<file path="src/rtl/stream_xbar_tag_tracker_pkg.sv">
// stream_xbar_tag_tracker_pkg: shared widths, tag type and perf-counter convention
package stream_xbar_tag_tracker_pkg;
  function automatic int log2up(input int n);
    return (n > 1) ? $clog2(n) : 1;
  endfunction
  function automatic int cnt_width(input int depth);
    return $clog2(depth + 1);
  endfunction
  localparam int DEF_IN_WIDTH = log2up(4);
  typedef logic [DEF_IN_WIDTH-1:0] tag_t;
  function automatic logic [63:0] perf_ctr_next(input logic [63:0] ctr, input logic inc);
    return ctr + {63'd0, inc};
  endfunction
endpackage

</file>
<file path="src/rtl/stream_xbar_tag_fifo.sv">
// stream_xbar_tag_fifo: register-file FIFO holding source tags of outstanding requests
module stream_xbar_tag_fifo
  import stream_xbar_tag_tracker_pkg::*;
#(
  parameter int DEPTH = 4,
  parameter int W = 2,
  parameter int CNTW = cnt_width(DEPTH)
) (
  input  logic            clk,
  input  logic            reset,
  input  logic            push,
  input  logic [W-1:0]    din,
  input  logic            pop,
  output logic [W-1:0]    head,
  output logic [CNTW-1:0] count,
  output logic            full,
  output logic            empty
);
  localparam int PW = $clog2(DEPTH);
  logic [W-1:0] mem_q [DEPTH];
  logic [W-1:0] mem_d [DEPTH];
  logic [PW-1:0] wr_q, wr_d, rd_q, rd_d;
  logic [CNTW-1:0] cnt_q, cnt_d;
  // next-state for storage, pointers (natural power-of-two wrap) and occupancy
  always_comb begin
    mem_d = mem_q;
    mem_d[wr_q] = push ? din : mem_q[wr_q];
    wr_d = wr_q + PW'(push);
    rd_d = rd_q + PW'(pop);
    cnt_d = cnt_q + CNTW'(push) - CNTW'(pop);
  end
  // pointers and count reset; stored tags are meaningless while count is zero
  always_ff @(posedge clk) begin
    if (reset) begin
      wr_q <= '0;
      rd_q <= '0;
      cnt_q <= '0;
    end else begin
      wr_q <= wr_d;
      rd_q <= rd_d;
      cnt_q <= cnt_d;
    end
  end
  // tag storage
  always_ff @(posedge clk) mem_q <= mem_d;
  assign head = mem_q[rd_q];
  assign count = cnt_q;
  assign full = cnt_q == CNTW'(DEPTH);
  assign empty = cnt_q == '0;
endmodule

</file>
<file path="src/rtl/stream_xbar_tag_tracker.sv">
// stream_xbar_tag_tracker: tags in-order target responses with the crossbar source index
module stream_xbar_tag_tracker
  import stream_xbar_tag_tracker_pkg::*;
#(
  parameter int NUM_INPUTS = 4,
  parameter int DATAW = 32,
  parameter int RSP_DATAW = 32,
  parameter int DEPTH = 4,
  parameter int PERF_CTR_BITS = 16,
  parameter int IN_WIDTH = log2up(NUM_INPUTS),
  parameter int CNTW = cnt_width(DEPTH)
) (
  input  logic                     clk,
  input  logic                     reset,
  input  logic                     req_valid_in,
  input  logic [DATAW-1:0]         req_data_in,
  input  logic [IN_WIDTH-1:0]      req_sel_in,
  output logic                     req_ready_in,
  output logic                     req_valid_out,
  output logic [DATAW-1:0]         req_data_out,
  input  logic                     req_ready_out,
  input  logic                     rsp_valid_in,
  input  logic [RSP_DATAW-1:0]     rsp_data_in,
  output logic                     rsp_ready_in,
  output logic                     rsp_valid_out,
  output logic [RSP_DATAW-1:0]     rsp_data_out,
  output logic [IN_WIDTH-1:0]      rsp_sel_out,
  input  logic                     rsp_ready_out,
  output logic [CNTW-1:0]          pending,
  output logic [PERF_CTR_BITS-1:0] stalls,
  output logic                     orphan_err
);
  logic full, empty, req_fire, rsp_fire;
  logic req_fire_prev_q, req_fire_prev_d, orphan_q, orphan_d;
  logic [PERF_CTR_BITS-1:0] stalls_q, stalls_d;
  // no bypass: full blocks requests and empty blocks responses regardless of the other side
  assign req_valid_out = req_valid_in & ~full;
  assign req_ready_in = req_ready_out & ~full;
  assign req_data_out = req_data_in;
  assign req_fire = req_valid_in & req_ready_in;
  assign rsp_valid_out = rsp_valid_in & ~empty;
  assign rsp_ready_in = rsp_ready_out & ~empty;
  assign rsp_data_out = rsp_data_in;
  assign rsp_fire = rsp_valid_out & rsp_ready_out;
  stream_xbar_tag_fifo #(.DEPTH(DEPTH), .W(IN_WIDTH), .CNTW(CNTW)) u_fifo (
    .clk(clk),
    .reset(reset),
    .push(req_fire),
    .din(req_sel_in),
    .pop(rsp_fire),
    .head(rsp_sel_out),
    .count(pending),
    .full(full),
    .empty(empty)
  );
  // a response on an empty tracker is only legitimate if a request fired just before it
  always_comb begin
    req_fire_prev_d = req_fire;
    orphan_d = orphan_q | (rsp_valid_in & empty & ~req_fire_prev_q);
    stalls_d = PERF_CTR_BITS'(perf_ctr_next(64'(stalls_q), req_valid_in & full));
  end
  // status registers
  always_ff @(posedge clk) begin
    if (reset) begin
      req_fire_prev_q <= 1'b0;
      orphan_q <= 1'b0;
      stalls_q <= '0;
    end else begin
      req_fire_prev_q <= req_fire_prev_d;
      orphan_q <= orphan_d;
      stalls_q <= stalls_d;
    end
  end
  assign stalls = stalls_q;
  assign orphan_err = orphan_q;
endmodule

</file>
<file path="config.mk">
export PLATFORM = sky130hd
export DESIGN_NAME = stream_xbar_tag_tracker
export DESIGN_NICKNAME = d
export VERILOG_FILES = /design/src/rtl/stream_xbar_tag_tracker_pkg.sv /design/src/rtl/stream_xbar_tag_fifo.sv /design/src/rtl/stream_xbar_tag_tracker.sv
export SDC_FILE = /design/constraint.sdc
export NUM_CORES = 1
export LEC_CHECK = 0
export ABC_AREA = 1
export CORE_UTILIZATION = 30
export CTS_BUF_LIST = sky130_fd_sc_hd__clkbuf_8 sky130_fd_sc_hd__clkbuf_16
export CTS_CLUSTER_DIAMETER = 40
export CTS_CLUSTER_SIZE = 8
export DETAILED_ROUTE_END_ITERATION = 6
export PLACE_DENSITY = 0.77
export SLEW_MARGIN = 20
export SYNTH_ARGS = -nofsm -noshare
export SYNTH_HDL_FRONTEND = slang
export SYNTH_SLANG_ARGS = --single-unit
</file>
<file path="constraint.sdc">
create_clock -name clk -period 1.9 [get_ports clk]
set_clock_uncertainty 0.15 [all_clocks]
set_input_delay 0.57 -clock clk [delete_from_list [all_inputs] [get_ports clk]]
set_output_delay 0.57 -clock clk [all_outputs]
set_load 0.05 [all_outputs]
</file>
Word level (Yosys, flattened, before mapping)
Cells that the tools add are included.

Flip-flop bits (word level): 33. Input port bits: 72. Logic and storage cells: 46.

Multiplexer cells: 10. Add/subtract/negate cells: 5. $lt $le $gt $ge: 3. Eq/ne operators: 1. Reductions and logical operators: 2. Bitwise gates (word level): 15.

Operators by type and width (number): adder 16 x 1 -> 16 bit (1); two-way mux 2 bit (6); bitwise AND 1 bit (9); binary-select mux 2 bit (select 2 bit) (2); bitwise mux 8 bit (1); >= comparator 3 bit, second input constant (2); NOT 2 -> 3 bit (2); adder 2 x 1 -> 2 bit (2); demux 2 bit (select 2 bit) (1); adder 3 x 1 -> 3 bit (1); == test 3 bit, second input constant (1); logical NOT 3 bit (1); < comparator 3 x 1 -> 1 bit, second input constant (1); NOT 1 bit (3); subtractor 3 x 1 -> 3 bit (1); logical AND 1 bit (1); OR 1 bit (1).

Depth between registers and ports, before layout
Gate-level depths: netlist (run 1).

Depth after elaboration: 6. Mapped depth: 12. Gate-level depth less buffers: 12.

Cells and area by module
A second synthesis (run 1) with hierarchy kept.

Cell total of the unflattened synthesis: 294. Area, all modules: 2205.9 µm².

By module, submodules not included: stream_xbar_tag_tracker (sequential area each 360.3 µm², cells each 205, times used 1, area each 1422.6 µm²); stream_xbar_tag_fifo (sequential area each 380.4 µm², cells each 89, times used 1, area each 783.3 µm²).

Worst setup path before layout (run 1)
OpenSTA, ideal clock, no wires.

Kind: register -> register. From: register u_fifo.cnt_q[1] (netlist: u_fifo.count[1]). To: register u_fifo.cnt_q[2] (netlist: u_fifo.count[2]). Required time: 1.680 ns. Arrival: 2.798 ns. Path slack: -1.118 ns. Period minus slack after synthesis: 3.018 ns. Setup time: 0.070 ns. Stages on the path, launching flop included: 13. Path through: dfxtp_1 > nor2_1 > nand2_1 > inv_1 > nor2_1 > nand2_1 > xnor2_1 > ha_1 > inv_1 > fa_1 > inv_1 > o21ai_0 > a21oi_1.

Cells in the longest elaborated chain, start to end: 6. Elaborated cells between the ends (all ways): 10. Those cells by class: 2 x add/sub; 1 x eq/ne; 6 x bitwise; 1 x reduce/logical.

RTL lines: from (decl) (line stream_xbar_tag_fifo.sv:23) `logic [CNTW-1:0] cnt_q, cnt_d;`; from (signal assigned) (line stream_xbar_tag_fifo.sv:41) `cnt_q <= cnt_d;`; == test 3 bit (line stream_xbar_tag_fifo.sv:48) `assign full = cnt_q == CNTW'(DEPTH);`; NOT 1 bit (line stream_xbar_tag_tracker.sv:38) `assign req_ready_in = req_ready_out & ~full;`; bitwise AND 1 bit (line stream_xbar_tag_tracker.sv:38); bitwise AND 1 bit (line stream_xbar_tag_tracker.sv:40) `assign req_fire = req_valid_in & req_ready_in;`; adder 3 x 1 -> 3 bit (line stream_xbar_tag_fifo.sv:30) `cnt_d = cnt_q + CNTW'(push) - CNTW'(pop);`; subtractor 3 x 1 -> 3 bit (*) (line stream_xbar_tag_fifo.sv:30).

Every way passes the cells marked *; elsewhere a longest branch is shown, timed or not. A chain may end at the register's enable or synchronous reset.

Final worst setup path (run 1)
From: register u_fifo.cnt_q[0] (netlist: u_fifo.count[0]). To: output port req_valid_out.

Cells in the longest elaborated chain, start to end: 3.

RTL lines: == test 3 bit (line stream_xbar_tag_fifo.sv:48); NOT 1 bit (line stream_xbar_tag_tracker.sv:37) `assign req_valid_out = req_valid_in & ~full;`; bitwise AND 1 bit (line stream_xbar_tag_tracker.sv:37); to (decl) (line stream_xbar_tag_tracker.sv:19) `output logic req_valid_out,`.

Every way passes these cells.

==> impl.org, run 1 <==
** Synth
- Post-synthesis mux area share :: 0%
- By area, the combinational part of the netlist is dominated by buffers and inverters.
- Summing the areas of all compound-gate instances in the mapped netlist gives 5.43% of the synthesized area.
- The average instance in the mapped netlist occupies between 7 and 8 sq um.
- Register bit count reported by yosys :: 33
- Sequential elements use between 30% and 40% of the synthesized area.
- After Yosys synthesis, and, or, nand and nor cells account for roughly 22% of the synthesized area.
- The synthesized netlist devotes 3.46% of its cell area to adder and majority cells.
- Number of nets produced by synthesis :: between 300 and 400
- Counting distinct cell types in the post-synthesis netlist gives 23.
- The Yosys step of the flow raised 0 warnings.
- After Yosys synthesis, XOR and XNOR cells account for under 10% of the synthesized area.
- In the synthesized netlist, the number of instances is about 270.
- The mapped netlist covers between 0.002 and 0.0025 sq mm.

** Setup path
- CP Launch Point :: u_fifo.count[0]
- Critical path peak fanout :: 2
- Startpoint type of the worst setup path :: flop
- In this design, the critical path's most frequently occurring cell is sky130_fd_sc_hd__nor2_4.
- STA classifies the critical path endpoint as an output port.
- In this run the critical register-to-register path is launched from u_fifo.count[0].
- For the worst setup path, the data required time is ~1200 ps.
- The critical path is of the reg -> out type.
- Worst path max stage delay :: between 300 and 400 ps
- STA puts the critical path data arrival time at between 1000 and 1500 ps.
- On the critical path, the stage with the largest delay is an instance of sky130_fd_sc_hd__dfxtp_4.
- Cell chain of the critical path :: nor2_4 -> nand2_2 -> inv_4 -> nor2_4 -> buf_6 -> buf_12
- FF-to-FF setup slack :: -30 ps

** Placement
- Detailed placement ended at an HPWL of 3130 microns.
- Port bufs :: 33
- Final Wtd Congestion :: between 0.8 and 0.9
- Cell area after placement :: roughly 0.0024 sq mm
- Counting tap cells, the placed design contains a total of between 300 and 400 instances.

** Routing
- Detailed routing inserted a total of around 1,600 vias.
- In the final routed layout, each cell accounts on average for 13.9 microns.
- After detailed routing, the number of vias per cell comes to 4.62.
- DR iter-0 viols :: 120
- For this block, the routed nets add up to between 4000 and 5000 microns of wire.
- Number of nets with antenna violations after detailed routing :: 0
- The first detailed-routing pass took 7 iterations.
- For this run, design rule violations remaining after detail routing come to 31.

** Power and ir drop
- Combinational share of power :: approximately half
- The analysis attributes to net switching a power of about 1.2 mW.
- Share of power burned in the clock network :: between 10% and 20%
- Pwr/cell area :: ~1100 mW/mm^2
- In this run switching power makes up approximately 39% of total power.
- The internal power of the cells totals 1.84 mW.
- IR analysis of the VDD net gives a maximum drop of 0.000365 V.
- The share of total power dissipated in sequential elements is between 30% and 40%.
- In this run the static leakage power is 1.06 nW.

** STA
- Worst Max-Slew Pin Slew :: roughly 360 ps
- Minimum period implied by the final worst setup slack :: ~2000 ps
- Summed over all failing endpoints, the final setup total negative slack is -254 ps.
- Worst rel slew slack :: between 70% and 80%
- Final hold violations :: 0
- Setup violations remaining at the end of the flow were counted as 7.
- Max Freq :: 506 MHz
- Setup repair after global routing could not meet its margin everywhere.
- Fin. max-slew vios :: 0
- Post-route setup slack :: -77.8 ps
- Fraction of the cycle the final worst path needs :: 104%

** Global route
- Total gr overflow :: 0
- The initial antenna violation count came to 0.
- Global-route wire length before repair :: between 7000 and 8000 microns
- Largest net degree at the start of global routing :: 16
- The number of global-route vias before repair was roughly 1,600.
- Combined global-route utilization of all metal layers :: 13.2%

** Final layout
- The finished cells cover 0.00270 sq mm.
- From synthesis to final layout, the design area changed by 33.1%.
- Cells fill 42.0% of the core in the end.
- Counting the fill cells in the layout gives about 600.
- Top library cells by usage in the layout, fill and taps aside :: 43 x sky130_fd_sc_hd__nand2_1, 31 x sky130_fd_sc_hd__nor2_1, 26 x sky130_fd_sc_hd__buf_12, 22 x sky130_fd_sc_hd__inv_1, 20 x sky130_fd_sc_hd__dfxtp_1
- The library cell used most frequently in the layout, excluding fill and tap cells, is sky130_fd_sc_hd__nand2_1.
- The final layout contains approximately 340 nets.
- 0 antenna diodes ended up in the layout.
- Post-route non-filler standard cell count :: approximately 340
- Of the cells placed in the final design, the portion with a size suffix greater than 1 is roughly two fifths.

** Worst hold path
- Worst min path class :: reg -> reg
- The worst hold path begins at stalls[4].

** Floorplan
- Effective utilization at floorplan :: 31.6%
- After floorplanning, the core was divided into 29 placement rows.
- Die span in x :: 84.2 microns
- The floorplan step defined a die boundary enclosing just over 0.007 sq mm.
- For this design the top-level I/O count stands at 162.
- After floorplanning, the core was sized to cover between 0.006 and 0.007 sq mm.
- Floorplan die height :: between 80 and 90 microns

** Clock tree
- H-tree levels :: 2
- Number of buffers added by the clock tree synthesis step :: 5
- Max clock buf depth :: 2
- After clock tree synthesis, the flow added hold-fix buffers numbering 0.
- TritonCTS built the clock tree.
- The tree is rooted in a sky130_fd_sc_hd__clkbuf_8.
- Clk slew on worst S/H paths :: around 70 ps
- At the later pin of the worst-skew pair, clock insertion delay measures just under 300 ps.
- Counting every sink on the clock net gives 33.

** Outcome
- Result of the run :: finished, violations left
- The final reports fail on DRC, setup timing.

** Run
- Max-cap check violation count :: 0
==> timing repair <==
item	4_1_cts	5_1_grt
pin swaps	11	12
gates resized for setup	36	23
setup endpoints to repair	20	14
setup buffers	6	4
==> state kept, by name, summed over array words and instances (netlist names) <==
name             count
stalls              16
u_fifo.mem_q         8
u_fifo.count         3
u_fifo.rd_q          2
u_fifo.wr_q          2
orphan_err           1
req_fire_prev_q      1
==> stage by stage <==
step | total power, mW | hold WS, ps | setup slack, ps
after CTS | 2.88 | 398 | -52.8
after global routing | 3.16 | 425 | -136
after floorplan | 1.92 | 374 | -303
final | 3.01 | 398 | -77.8
after global placement | 2.15 | 364 | -520
after detailed placement | 2.18 | 386 | -597
==> power by group through the flow <==
stage / Combinational (mW) / Clock, mW / Sequential (mW)
floorplan: 0.887 / 0 / 1.04
global placement: 1.24 / 0 / 0.915
global route: 1.63 / 0.581 / 0.945
CTS: 1.42 / 0.544 / 0.916
detailed placement: 1.26 / 0 / 0.918
finish: 1.55 / 0.527 / 0.936
==> cell usage after synthesis <==
cell / count / share of area, %
sky130_fd_sc_hd__nor2_1: 42 / 7.8
sky130_fd_sc_hd__nand4_1: 7 / 2.2
sky130_fd_sc_hd__nand2_1: 47 / 8.7
sky130_fd_sc_hd__xnor2_1: 5 / 2.2
sky130_fd_sc_hd__nor2_4: 1 / 0.56
sky130_fd_sc_hd__fa_1: 1 / 0.99
sky130_fd_sc_hd__nand3b_1: 1 / 0.37
sky130_fd_sc_hd__xor2_1: 1 / 0.43
sky130_fd_sc_hd__dfxtp_1: 25 / 25
sky130_fd_sc_hd__ha_1: 4 / 2.5
sky130_fd_sc_hd__buf_4: 64 / 24
sky130_fd_sc_hd__nand3_2: 1 / 0.49
sky130_fd_sc_hd__edfxtp_1: 8 / 12
sky130_fd_sc_hd__o21ai_0: 8 / 2.0
sky130_fd_sc_hd__nor3_1: 1 / 0.25
sky130_fd_sc_hd__o22ai_1: 2 / 0.62
sky130_fd_sc_hd__nand3_1: 5 / 1.2
sky130_fd_sc_hd__inv_1: 30 / 5.6
sky130_fd_sc_hd__clkinv_1: 1 / 0.19
sky130_fd_sc_hd__nor2_2: 2 / 0.62
sky130_fd_sc_hd__a21oi_1: 10 / 2.5
sky130_fd_sc_hd__clkbuf_1: 2 / 0.37
sky130_fd_sc_hd__o21bai_1: 1 / 0.37
==> layer usage <==
metal  GRT usage [%]  up-vias  share of wire (%)
met5               0        -                  0
met3            5.11       14                8.2
met1            13.8      724                 36
met2            21.5       82                 53
li1                -      764                  -
met4            10.0        0                2.5
==> critical path, delay by kind of cell, from the launching register on <==
kind | cells | cell delay [ps]
DFF | 1 | 360
buffers and inverters | 3 | 340
and+or+nand+nor | 3 | 270
==> kinds of logic (layout without fill, tap and decap cells) <==
family          after synthesis  count (layout)
xor+xnor                      6               6
compound gates               21              21
flops                        33              33
simple gates                107             107
buf+inv                      97              94
fa+ha+maj                     5               5
==> cell type report <==
class	count	area (sq um)	share of cell area, %
clock buffers	5	68.8	2.55
multi-input cells	139	870	32.2
clock inverters	3	17.5	0.649
well taps	77	96.3	3.57
inverters	31	126	4.68
repair buffers	55	763	28.3
flip-flops and latches	33	757	28.0
==> worst paths after layout <==
check / to / depth (start not counted)
min reg2reg: stalls[4] / 2
min: stalls[4] / 2
max: req_valid_out / 6
max reg2reg: u_fifo.count[1] / 10
No activity file was read; power rests on OpenSTA's default activity.
==> run 2: changes to the inputs <==
--- a/config.mk
+++ b/config.mk
@@ -6,12 +6,13 @@
 export NUM_CORES = 1
 export LEC_CHECK = 0
 export ABC_AREA = 1
-export CORE_UTILIZATION = 30
+export CORE_UTILIZATION = 33
 export CTS_BUF_LIST = sky130_fd_sc_hd__clkbuf_8 sky130_fd_sc_hd__clkbuf_16
 export CTS_CLUSTER_DIAMETER = 40
 export CTS_CLUSTER_SIZE = 8
 export DETAILED_ROUTE_END_ITERATION = 6
-export PLACE_DENSITY = 0.77
+export HOLD_SLACK_MARGIN = 0.06
+export PLACE_DENSITY = 0.81
 export SLEW_MARGIN = 20
 export SYNTH_ARGS = -nofsm -noshare
 export SYNTH_HDL_FRONTEND = slang
==> constraint.sdc (replaced) <==
create_clock -name clk -period 2.1 [get_ports clk]
set_clock_uncertainty 0.15 [all_clocks]
set_input_delay 0.63 -clock clk [delete_from_list [all_inputs] [get_ports clk]]
set_output_delay 0.63 -clock clk [all_outputs]
set_load 0.05 [all_outputs]
==> run 2 against run 1 <==
The run now ends clean. Combinational power fell by 29%. Cell count decreased by 2.6%. Non-clock buffer count shrank 7. Clock power up 8.3%. Critical path depth decreased by 2. Via count shrank 0.38%. Worst setup slack improved by 140 ps. Utilization down 3.1 points. Clock-buffer cell count did not move. Highest routed layer unchanged.
==> impl.org, run 2 (synthesis results as in run 1) <==
** Setup path
- STA classifies the critical path endpoint as an output port.
- The register-to-register setup slack came to 70 ps (+100 ps).
- The worst register-to-register path begins at u_fifo.count[1].
- Critical path peak fanout :: 6 (+4)
- Cell chain of the critical path :: inv_1 -> o21ai_0 -> o22ai_2 -> buf_12
- Worst path max stage delay :: 380 ps (+20 ps)
- In this run the critical register-to-register path is captured at u_fifo.count[2].
- Largest delay contributor family on the critical path :: flip-flops
- The required time of the critical path is 1320 ps (+140 ps).
- Startpoint type of the worst setup path :: flop
- Critical path data arrival time :: 1260 ps (about the same)
- R2r worst-path depth :: 12 (+2)
- CP Class :: reg -> out
- Cell with the biggest individual delay on the critical path :: sky130_fd_sc_hd__dfxtp_2
- Buf+Inv Stages, Crit Path :: 2 (-1)

** Power and ir drop
- Fraction of power spent switching nets :: 36.6% (-2.3 points)
- The leakage dissipation was 0.975 nW (-8.3%).
- Power share of the sequential group :: 33.2% (+2.1 points)
- Share of power burned in the clock network :: 22.8% (+5.3 points)
- The overall power consumption is 2.50 mW (-17%).
- Pwr/cell area :: 1080 mW/mm^2 (-2.9%)
- The switching power was 0.914 mW (-22%).
- The largest voltage drop on the vdd net is 0.000483 V (+32%).
- The combinational cell fraction of total power was 43.9% (-7.5 points).
- Internal Pwr Total :: 1.58 mW (-14%)

** Global route
- The initial antenna violation count was 0 (unchanged).
- The first-pass GRT wire length came to 6840 microns (-6.6%).
- The number of global-route vias before repair came to 1,489 (-4.5%).
- The pin count of the biggest net entering global routing is 16 (unchanged).
- Combined global-route utilization of all metal layers :: 14.3% (+1.0 points)
- The sum of overflow across all layers after global routing came to 0 (unchanged).

** Placement
- The sum of net half-perimeters after detailed placement is 3370 microns (+7.5%).
- The number of port buffers is 33 (unchanged).
- The routability congestion estimate from global placement came to 0.819 (+1.8%).

** Clock tree
- The clock-pin transition on the worst setup and hold timing paths was 70 ps (about the same).
- The later-pin clock latency in the skew report is 280 ps (about the same).
- The root buffer cell chosen for the clock tree is sky130_fd_sc_hd__clkbuf_8.
- The clock tree buffer depth is 2 (unchanged).
- Number of clock sinks :: 33 (unchanged)
- CTS tree :: yes
- H-tree levels :: 2 (unchanged)
- Number of buffers added by the clock tree synthesis step :: 5 (unchanged)

** Final layout
- The fraction of layout instances using a drive strength above 1 came to 30.9% (-7.5 points).
- Max FFs per register :: 16 (unchanged)
- The antenna diode instance count was 0 (unchanged).
- The filler cell count came to 597 (+0.84%).
- Compared with the post-synthesis result, the final layout area differs by 13.6%.
- The number of nets in the layout is 335 (-2.0%).
- Top library cells by usage in the layout, fill and taps aside :: 44 x sky130_fd_sc_hd__nand2_1, 37 x sky130_fd_sc_hd__nor2_1, 31 x sky130_fd_sc_hd__buf_4, 24 x sky130_fd_sc_hd__inv_1, 21 x sky130_fd_sc_hd__dfxtp_1
- Most common cell after layout, fill and taps aside :: sky130_fd_sc_hd__nand2_1

** STA
- Final hold slack :: 326 ps (-72.0 ps)
- The pin slew with the least headroom to its limit was 367 ps (+4.63 ps).
- The number of endpoints with negative hold slack in the final report is 0 (unchanged).
- The worst slew margin relative to its limit was 75.4% (-0.37 points).
- Minimum period implied by the final worst setup slack :: 2040 ps
- The max-slew violation total from the final report is 0 (unchanged).
- The aggregate negative setup slack is 0 ps (+254 ps).
- The setup-violating endpoint count in the final report came to 0 (-7).
- Fraction of the cycle the final worst path needs :: between 90% and 100%
- Derived from the worst setup path, the maximum achievable clock frequency is between 400 and 500 MHz.

** Floorplan
- Area of the die :: 0.00646 sq mm (-8.9%)
- Die span in x :: 80.4 microns (-4.5%)
- The height of the die is 80.4 microns (-4.5%).
- The boundary pin count was 162 (unchanged).
- Total number of placement rows :: 28 (-3.4%)
- The starting utilization of the core area is 34.2% (+2.7 points).
- The placeable core region came to 0.00592 sq mm (-7.8%).

** Routing
- Total vias in the final route :: 1,578 (-0.38%)
- The DRC violations left was 0 (-100%).
- Total wire length :: 4480 microns (-5.9%)
- The number of search-and-repair iterations in the first detailed-routing pass came to 4 (-3).
- Post-DR wirelength/cell :: 13.4 microns (-3.4%)
- The detailed-route vias per instance was 4.72 (+2.3%).
- The violation count after the first detailed-routing iteration was 46 (-62%).
- Number of nets with antenna violations after detailed routing :: 0 (unchanged)

** Worst hold path
- In this run the worst hold path is classified as reg -> reg.
- Start point of the worst min-delay path :: orphan_err
- Hold Path Stages :: 2 (unchanged)
- The worst hold path terminates at orphan_err.

** Run
- Max-cap check violation count :: 0 (unchanged)

** Outcome
- The run finished with clean final reports.
==> run 2: cell count changes in the layout (fill, tap and decap cells not counted), sizes merged <==
cell / delta
clkinv: -1
inv: +1
clkbuf: +1
buf: -7
clkinvlp: -1
clkdlybuf4s15: -1
bufinv: +1
==> run 2: final cells by class <==
| cell class | count | area, sq um | area share [%] |
|---|---|---|---|
| timing repair buffer | 48 | 477 | 20.7 |
| clock inverter | 3 | 37.5 | 1.63 |
| multi-input combinational | 139 | 757 | 32.9 |
| clock buffer | 5 | 68.8 | 2.99 |
| inverter | 31 | 116 | 5.05 |
| sequential | 33 | 753 | 32.7 |
| tap | 75 | 93.8 | 4.07 |
==> run 2: what timing repair did <==
item,CTS,global route
pin swaps,5,9
hold buffers,0,0
endpoints found under the setup margin,12,9
buffers inserted,1,4
gates resized for setup,14,18
==> run 2: per-stage QoR <==
step	cell area, sq um	utilization [%]	cells	worst slack (ps)
finish	2300	38.9	334	62.0
global route	2300	38.9	334	-13.3
CTS	2240	37.8	330	10.0
detailed placement	2100	35.5	321	-510
global placement	2100	35.5	321	-403
floorplan	2060	-	269	-103
==> run 2: worst min-delay path, cell delays in order (launching register included) <==
cell and delay [ps]:
sky130_fd_sc_hd__dfxtp_1 330, sky130_fd_sc_hd__a21oi_1 40, sky130_fd_sc_hd__nor2_1 70
==> run 2: layer usage <==
metal	GRT usage, %	share of wire (%)	wire length (microns)	vias up
met5	0	0	0	-
met4	7.68	2.6	116	0
met3	5.11	8.3	370	22
met2	26.3	52	2340	71
met1	13.7	37	1650	732
li1	-	-	-	753
==> run 2: worst max path at each step <==
stage	slack (ps)	depth (start not counted)	from	to
final	60	4	u_fifo.rd_q[0]	rsp_sel_out[1]
after detailed placement	-510	11	rsp_ready_out	u_fifo.count[2]
after global placement	-400	10	req_valid_in	stalls[8]
after global routing	-10	12	u_fifo.count[1]	u_fifo.count[2]
after CTS	10	6	u_fifo.count[0]	req_valid_out
after floorplan	-100	12	u_fifo.count[1]	u_fifo.count[2]
==> run 2: power by group through the flow <==
stage	Combinational [mW]	Clock (mW)	Sequential, mW
final	1.10	0.571	0.830
after global routing	1.17	0.623	0.837
after CTS	1.00	0.585	0.832
after detailed placement	0.970	0	0.842
after global placement	0.945	0	0.838
after floorplan	0.788	0	0.937
==> run 3: changes to the inputs <==
--- a/config.mk
+++ b/config.mk
@@ -13,6 +13,7 @@
 export DETAILED_ROUTE_END_ITERATION = 6
 export HOLD_SLACK_MARGIN = 0.06
 export PLACE_DENSITY = 0.81
+export SKIP_LAST_GASP = 1
 export SLEW_MARGIN = 20
 export SYNTH_ARGS = -nofsm -noshare
 export SYNTH_HDL_FRONTEND = slang
==> results of run 3 <==
Final layout, timing and power as in run 2 (identical DEF).
